<file path="config.mk">
export PLATFORM = sky130hd
export DESIGN_NAME = cpu_step_ctrl_flat
export DESIGN_NICKNAME = d
export VERILOG_FILES = /design/src/rtl/cpu_step_ctrl_if.sv /design/src/rtl/cpu_step_ctrl.sv /design/src/flat_wrapper.sv
export SDC_FILE = /design/constraint.sdc
export NUM_CORES = 1
export LEC_CHECK = 0
export ABC_AREA = 1
export CAP_MARGIN = 10
export CORE_MARGIN = 3
export CORE_UTILIZATION = 30
export DETAILED_ROUTE_END_ITERATION = 10
export PLACE_DENSITY = 0.58
export SLEW_MARGIN = 30
export SYNTH_ARGS = -nofsm -noshare
export SYNTH_HDL_FRONTEND = slang
export SYNTH_SLANG_ARGS = --single-unit
</file>
<file path="constraint.sdc">
create_clock -name clk -period 2.5 [get_ports clk]
set_input_delay 0.25 -clock clk [delete_from_list [all_inputs] [get_ports clk]]
set_output_delay 0.25 -clock clk [all_outputs]
set_load 0.005 [all_outputs]
</file>
<file path="src/rtl/cpu_step_ctrl_if.sv">
// Bundle of the execution-controller signals between the board glue
// (switch/button/halt/clear sources, LED/HEX sinks) and cpu_step_ctrl.
interface cpu_step_ctrl_if #(
  parameter int CNT_W = 16
) ();
  logic             run_sw;
  logic             step_key_n;
  logic             halt;
  logic             clr_cnt;
  logic             cpu_en;
  logic [1:0]       mode;
  logic [CNT_W-1:0] step_cnt;
  logic             busy;

  modport master (
    output run_sw, step_key_n, halt, clr_cnt,
    input  cpu_en, mode, step_cnt, busy
  );

  modport slave (
    input  run_sw, step_key_n, halt, clr_cnt,
    output cpu_en, mode, step_cnt, busy
  );
endinterface

</file>
<file path="src/rtl/cpu_step_ctrl.sv">
// Execution controller for the teaching CPU: turns the step button and the
// run switch into a one-cycle clock-enable (cpu_en), detects halt, and keeps
// a saturating count of issued steps for the HEX/LEDR display.
module cpu_step_ctrl #(
  parameter int DEBOUNCE_CYCLES = 4,
  parameter int RUN_DIV         = 8,
  parameter int CNT_W           = 16
) (
  input logic            clk,
  input logic            rst_n,
  cpu_step_ctrl_if.slave bus
);

  localparam int DB_W  = (DEBOUNCE_CYCLES > 1) ? $clog2(DEBOUNCE_CYCLES) : 1;
  localparam int DIV_W = $clog2(RUN_DIV);
  localparam logic [DB_W-1:0]  DB_LAST  = DB_W'(DEBOUNCE_CYCLES - 1);
  localparam logic [DIV_W-1:0] DIV_LAST = DIV_W'(RUN_DIV - 1);

  typedef enum logic [1:0] {
    IDLE = 2'b00,
    STEP = 2'b01,
    RUN  = 2'b10,
    HALT = 2'b11
  } state_t;

  logic             key_meta_r, key_sync_r, key_db_r, key_db_s;
  logic [DB_W-1:0]  db_cnt_r, db_cnt_s;
  logic             press_r, press_s;
  logic             run_meta_r, run_sync_r;
  state_t           state_r, state_s;
  logic [DIV_W-1:0] div_r, div_s;
  logic             cpu_en_r, cpu_en_s;
  logic [CNT_W-1:0] cnt_r, cnt_s;
  logic             busy_r;

  // Debounce: the level only moves after DB_LAST+1 consecutive differing samples.
  always_comb begin
    key_db_s = key_db_r;
    db_cnt_s = DB_W'(0);
    press_s  = 1'b0;
    if (key_sync_r != key_db_r) begin
      if (db_cnt_r == DB_LAST) begin
        key_db_s = key_sync_r;
        db_cnt_s = DB_W'(0);
        press_s  = key_db_r;   // old level 1 -> new level 0 is a press
      end else begin
        db_cnt_s = db_cnt_r + DB_W'(1);
      end
    end else begin
      db_cnt_s = DB_W'(0);
    end
  end

  // Input synchronizers, debounced key level and registered press pulse.
  always_ff @(posedge clk or negedge rst_n) begin
    if (!rst_n) begin
      key_meta_r <= 1'b1;
      key_sync_r <= 1'b1;
      key_db_r   <= 1'b1;
      db_cnt_r   <= DB_W'(0);
      press_r    <= 1'b0;
      run_meta_r <= 1'b0;
      run_sync_r <= 1'b0;
    end else begin
      key_meta_r <= bus.step_key_n;
      key_sync_r <= key_meta_r;
      key_db_r   <= key_db_s;
      db_cnt_r   <= db_cnt_s;
      press_r    <= press_s;
      run_meta_r <= bus.run_sw;
      run_sync_r <= run_meta_r;
    end
  end

  // Next-state, run divider and cpu_en decode; halt overrides everything.
  always_comb begin
    state_s  = state_r;
    div_s    = DIV_W'(0);
    cpu_en_s = 1'b0;
    if (bus.halt) begin
      state_s = HALT;
    end else begin
      case (state_r)
        IDLE: begin
          if (run_sync_r) begin
            state_s = RUN;
          end else if (press_r && !cpu_en_r) begin
            // cpu_en_r is only high here as the trailing pulse of a RUN exit;
            // taking a press then would give back-to-back enables.
            state_s  = STEP;
            cpu_en_s = 1'b1;
          end else begin
            state_s = IDLE;
          end
        end
        STEP: begin
          state_s = IDLE;
        end
        RUN: begin
          cpu_en_s = (div_r == DIV_LAST);
          if (run_sync_r) begin
            state_s = RUN;
            div_s   = (div_r == DIV_LAST) ? DIV_W'(0) : (div_r + DIV_W'(1));
          end else begin
            state_s = IDLE;
          end
        end
        HALT: begin
          if (press_r) begin
            state_s = IDLE;
          end else begin
            state_s = HALT;
          end
        end
        default: begin
          state_s = IDLE;
        end
      endcase
    end
  end

  // Saturating step counter; clear wins over a coincident increment.
  always_comb begin
    cnt_s = cnt_r;
    if (bus.clr_cnt) begin
      cnt_s = CNT_W'(0);
    end else if (cpu_en_s && (cnt_r != {CNT_W{1'b1}})) begin
      cnt_s = cnt_r + CNT_W'(1);
    end else begin
      cnt_s = cnt_r;
    end
  end

  // State, divider and all registered outputs.
  always_ff @(posedge clk or negedge rst_n) begin
    if (!rst_n) begin
      state_r  <= IDLE;
      div_r    <= DIV_W'(0);
      cpu_en_r <= 1'b0;
      cnt_r    <= CNT_W'(0);
      busy_r   <= 1'b0;
    end else begin
      state_r  <= state_s;
      div_r    <= div_s;
      cpu_en_r <= cpu_en_s;
      cnt_r    <= cnt_s;
      busy_r   <= (state_s == RUN);
    end
  end

  assign bus.cpu_en   = cpu_en_r;
  assign bus.mode     = state_r;
  assign bus.step_cnt = cnt_r;
  assign bus.busy     = busy_r;

endmodule

</file>
<file path="src/flat_wrapper.sv">
// flat-port wrapper written by rule: the top's interface ports become plain ports
module cpu_step_ctrl_flat 
#(
  parameter int DEBOUNCE_CYCLES = 4,
  parameter int RUN_DIV         = 8,
  parameter int CNT_W           = 16
)
  (clk, rst_n, bus_run_sw, bus_step_key_n, bus_halt, bus_clr_cnt, bus_cpu_en, bus_mode, bus_step_cnt, bus_busy);
  cpu_step_ctrl_if #(.CNT_W(CNT_W)) bus_i ();
  input logic clk;
  input logic rst_n;
  input wire logic [$bits(bus_i.run_sw)-1:0] bus_run_sw;
  input wire logic [$bits(bus_i.step_key_n)-1:0] bus_step_key_n;
  input wire logic [$bits(bus_i.halt)-1:0] bus_halt;
  input wire logic [$bits(bus_i.clr_cnt)-1:0] bus_clr_cnt;
  output wire logic [$bits(bus_i.cpu_en)-1:0] bus_cpu_en;
  output wire logic [$bits(bus_i.mode)-1:0] bus_mode;
  output wire logic [$bits(bus_i.step_cnt)-1:0] bus_step_cnt;
  output wire logic [$bits(bus_i.busy)-1:0] bus_busy;
  assign bus_i.run_sw = bus_run_sw;
  assign bus_i.step_key_n = bus_step_key_n;
  assign bus_i.halt = bus_halt;
  assign bus_i.clr_cnt = bus_clr_cnt;
  assign bus_cpu_en = bus_i.cpu_en;
  assign bus_mode = bus_i.mode;
  assign bus_step_cnt = bus_i.step_cnt;
  assign bus_busy = bus_i.busy;
  cpu_step_ctrl #(.DEBOUNCE_CYCLES(DEBOUNCE_CYCLES), .RUN_DIV(RUN_DIV), .CNT_W(CNT_W)) u_core (.clk(clk), .rst_n(rst_n), .bus(bus_i));
endmodule
</file>
==> results.py <==
metrics = {
    "place": {
        "portBuffers": 25,
        "hpwl_um": 2403,
        "place.gp.congestion": 0.8001,
    },
    "worst_setup_path": {
        "critPathTopFamily": "simple AND/OR/NAND/NOR gates",
        "startpoint_type": "flip-flop",
        "crit_required_ns": 2.68,
        "cp_slowest_cell": "dfrtp_1",
        "cpPeakStageDelay_ns": 0.44,
        "worstPathArrival_ns": 2.03,
        "crit_buf_inv": 1,
        "end_kind": "flip-flop",
        "rrSetupSlack_ns": 0.65,
        "r2r_cells": 9,
        "crit_cells": 9,
        "worstSetupPathType": "flip-flop to flip-flop",
        "path_cells": "ha_1, nand3_1, inv_2, nand2_2, nor2_4, nor2_4, nor2_8, nand2_1, nand2_1",
        "worst-path-max-fanout": 17,
    },
    "synth": {
        "yosysWarnings": 0,
        "syn_avg_cell_area_um2": 8.381,
        "synthDistinctLibCells": 25,
        "ys_ff_latch": 31,
        "ys_seq_area_share_pct": 49.21,
        "synthesis.area_um2": 1584,
        "syn_inst": 189,
        "synth.net_count": 199,
    },
    "route": {
        "vias_per_cell": 4.537,
        "drtPass1Iterations": 4,
        "antenna_left": 0,
        "wirelength_um": 3353,
        "vias": 1302,
        "drtIter0Drc": 77,
        "drc": 0,
        "wl_per_cell_um": 11.68,
    },
    "global_routing": {
        "grt.busiest_layer": "met2",
        "gr-usage-met1_pct": 15.54,
        "grt_pass1_wl_um": 5865,
        "met2_usage_pct": 18.34,
        "grt_max_degree": 32,
        "grt_use_met3_pct": 5.390,
        "track_usage_pct": 12.26,
        "grt-ovfl-total": 0,
        "antenna_found_initial": 0,
        "grt_pass1_vias": 1272,
    },
    "clocking": {
        "cts_root_buf": "clkbuf_8",
        "cts.repair.resized": 0,
        "cts_tree": "built",
        "cts_buffers": 5,
        "cts_hold_buf": 0,
        "clock_latency_ns": 0.29,
        "clk_pin_slew_ns": 0.07,
        "cts_num_sinks": 31,
        "cts_buffer_depth": 2,
        "htree_levels": 2,
        "post-cts-setup-buffers": 0,
    },
    "final_layout": {
        "seqCellArea_um2": 779.5,
        "multi_input_area_um2": 729.5,
        "layout_common_cells": "65 x nand2_1, 28 x dfrtp_1, 25 x clkdlybuf4s50_1",
        "nFillCells": 513,
        "layout.nets": 229,
        "drive_gt1_share_pct": 9.091,
        "antenna_cells": 0,
        "syn2layout_area_growth_pct": 27.57,
        "final_common_cell": "nand2_1",
    },
    "floorplanning": {
        "io-pin-count": 26,
        "die_height_um": 78.67,
        "fp.dieW_um": 78.67,
        "core-area_um2": 4911,
        "dieArea_um2": 6188,
        "initial_utilization_pct": 32.25,
        "rows": 25,
    },
    "sta": {
        "clock_skew_ns": 0.002111,
        "fmax_ghz": 0.5406,
        "fin_tns_setup_ns": 0,
        "finalSetupViolCount": 0,
        "rsz0062_at_grt": "false",
        "post-route-period-util_pct": 73.99,
        "final-hold-violation-count": 0,
        "drv_slew": 0,
        "max_slew_margin_pct": 67.81,
        "worst_pin_slew_ns": 0.4824,
        "period_minus_slack_ns": 1.850,
    },
    "status": {
        "status": "finished clean",
    },
    "power": {
        "leakage_nw": 0.9233,
        "peakVddDrop_mv": 0.3373,
        "p_per_area_nw_per_um2": 613.3,
        "p_total_mw": 1.239,
    },
    "job": {
        "maxCapViolCount": 0,
    },
    "worst_hold_path": {
        "hold_class": "input port to asynchronous set/reset pin",
    },
}
## registers in the layout, indices dropped and copies added, names as in the netlist
name and count:
u_core.press_r 1, u_core.db_cnt_r 2, u_core.key_db_r 1, u_core.run_sync_r 1, u_core.bus.busy 1, u_core.run_meta_r 1
u_core.div_r 3, u_core.key_sync_r 1, u_core.bus.step_cnt 16, u_core.bus.mode 2, u_core.key_meta_r 1, u_core.bus.cpu_en 1
## cell type report
cell class / instances / share of cell area (%)
clock inverters: 2 / 1.734
inverters: 14 / 2.601
multi-input cells: 141 / 36.10
repair buffers: 26 / 12.76
flip-flops and latches: 31 / 38.58
well taps: 67 / 4.149
clock buffers: 6 / 4.087
## logic make-up after synthesis
family                     after synthesis  share of synthesized area [%]
DFF                                     31                          49.21
muxes                                    1                         0.7108
buffers and inverters                   17                          4.739
and+or+nand+nor                        122                          35.23
xor gates and xnor gates                 7                          3.871
AOI/OAI and AO/OA                        7                          3.081
adders and majority gates                4                          3.160
## synth_stat cells
| cell type | n | area, µm² |
|---|---|---|
| nand4_1 | 12 | 75.07 |
| nand2_1 | 65 | 244.0 |
| nor2_2 | 2 | 12.51 |
| nand2_2 | 1 | 6.260 |
| dfrtp_1 | 28 | 700.7 |
| nor2_8 | 1 | 20.02 |
| ha_1 | 4 | 50.05 |
| mux2_2 | 1 | 11.26 |
| nor2_4 | 2 | 22.52 |
| xnor2_1 | 1 | 8.760 |
| buf_6 | 1 | 11.26 |
| nand3_1 | 12 | 60.06 |
| nand3b_1 | 3 | 22.52 |
| xor2_1 | 6 | 52.55 |
| dfstp_2 | 3 | 78.83 |
| buf_4 | 1 | 7.510 |
| nor2_1 | 21 | 78.83 |
| clkbuf_1 | 1 | 3.750 |
| inv_1 | 13 | 48.80 |
| a31oi_1 | 1 | 6.260 |
| inv_2 | 1 | 3.750 |
| o21bai_1 | 5 | 37.54 |
| nor3_1 | 2 | 10.01 |
| o21ai_0 | 1 | 5.000 |
| nor4_1 | 1 | 6.260 |
## power by group
group | internal (mW) | leakage (nW) | switching [mW]
Sequential | 0.549 | 0.406 | 0.0316
Combinational | 0.0680 | 0.456 | 0.0669
Clock | 0.322 | 0.0612 | 0.201
## metrics by stage
step                std cells  utilization (%)  worst slack [ns]  hold WS [ns]  cell area, µm²
floorplan                 189                -            0.8757      -0.04559            1584
global placement          279            38.75            0.6883        0.3455            1903
detailed placement        279            38.75            0.6382        0.3396            1903
CTS                       287            41.15            0.6245        0.3575            2021
global route              287            41.15            0.4546        0.3590            2021
finish                    287            41.15            0.6502        0.3480            2021
## layer usage
layer / up-vias / routed length [µm]
met5: - / 0
met4: 0 / 52
met3: 4 / 179
met2: 22 / 1518
met1: 602 / 1603
li1: 674 / -
## worst paths after layout
kind	from	to
worst max-delay path	u_core.bus.step_cnt[0]	u_core.bus.step_cnt[12]
worst min-delay path	rst_n	u_core.bus.busy
worst max register to register	u_core.bus.step_cnt[0]	u_core.bus.step_cnt[12]
worst min register to register	u_core.key_meta_r	u_core.key_sync_r
max in group asynchronous	rst_n	u_core.key_meta_r
min in group clk	u_core.key_meta_r	u_core.key_sync_r
Power figures use the tool's default switching activity.
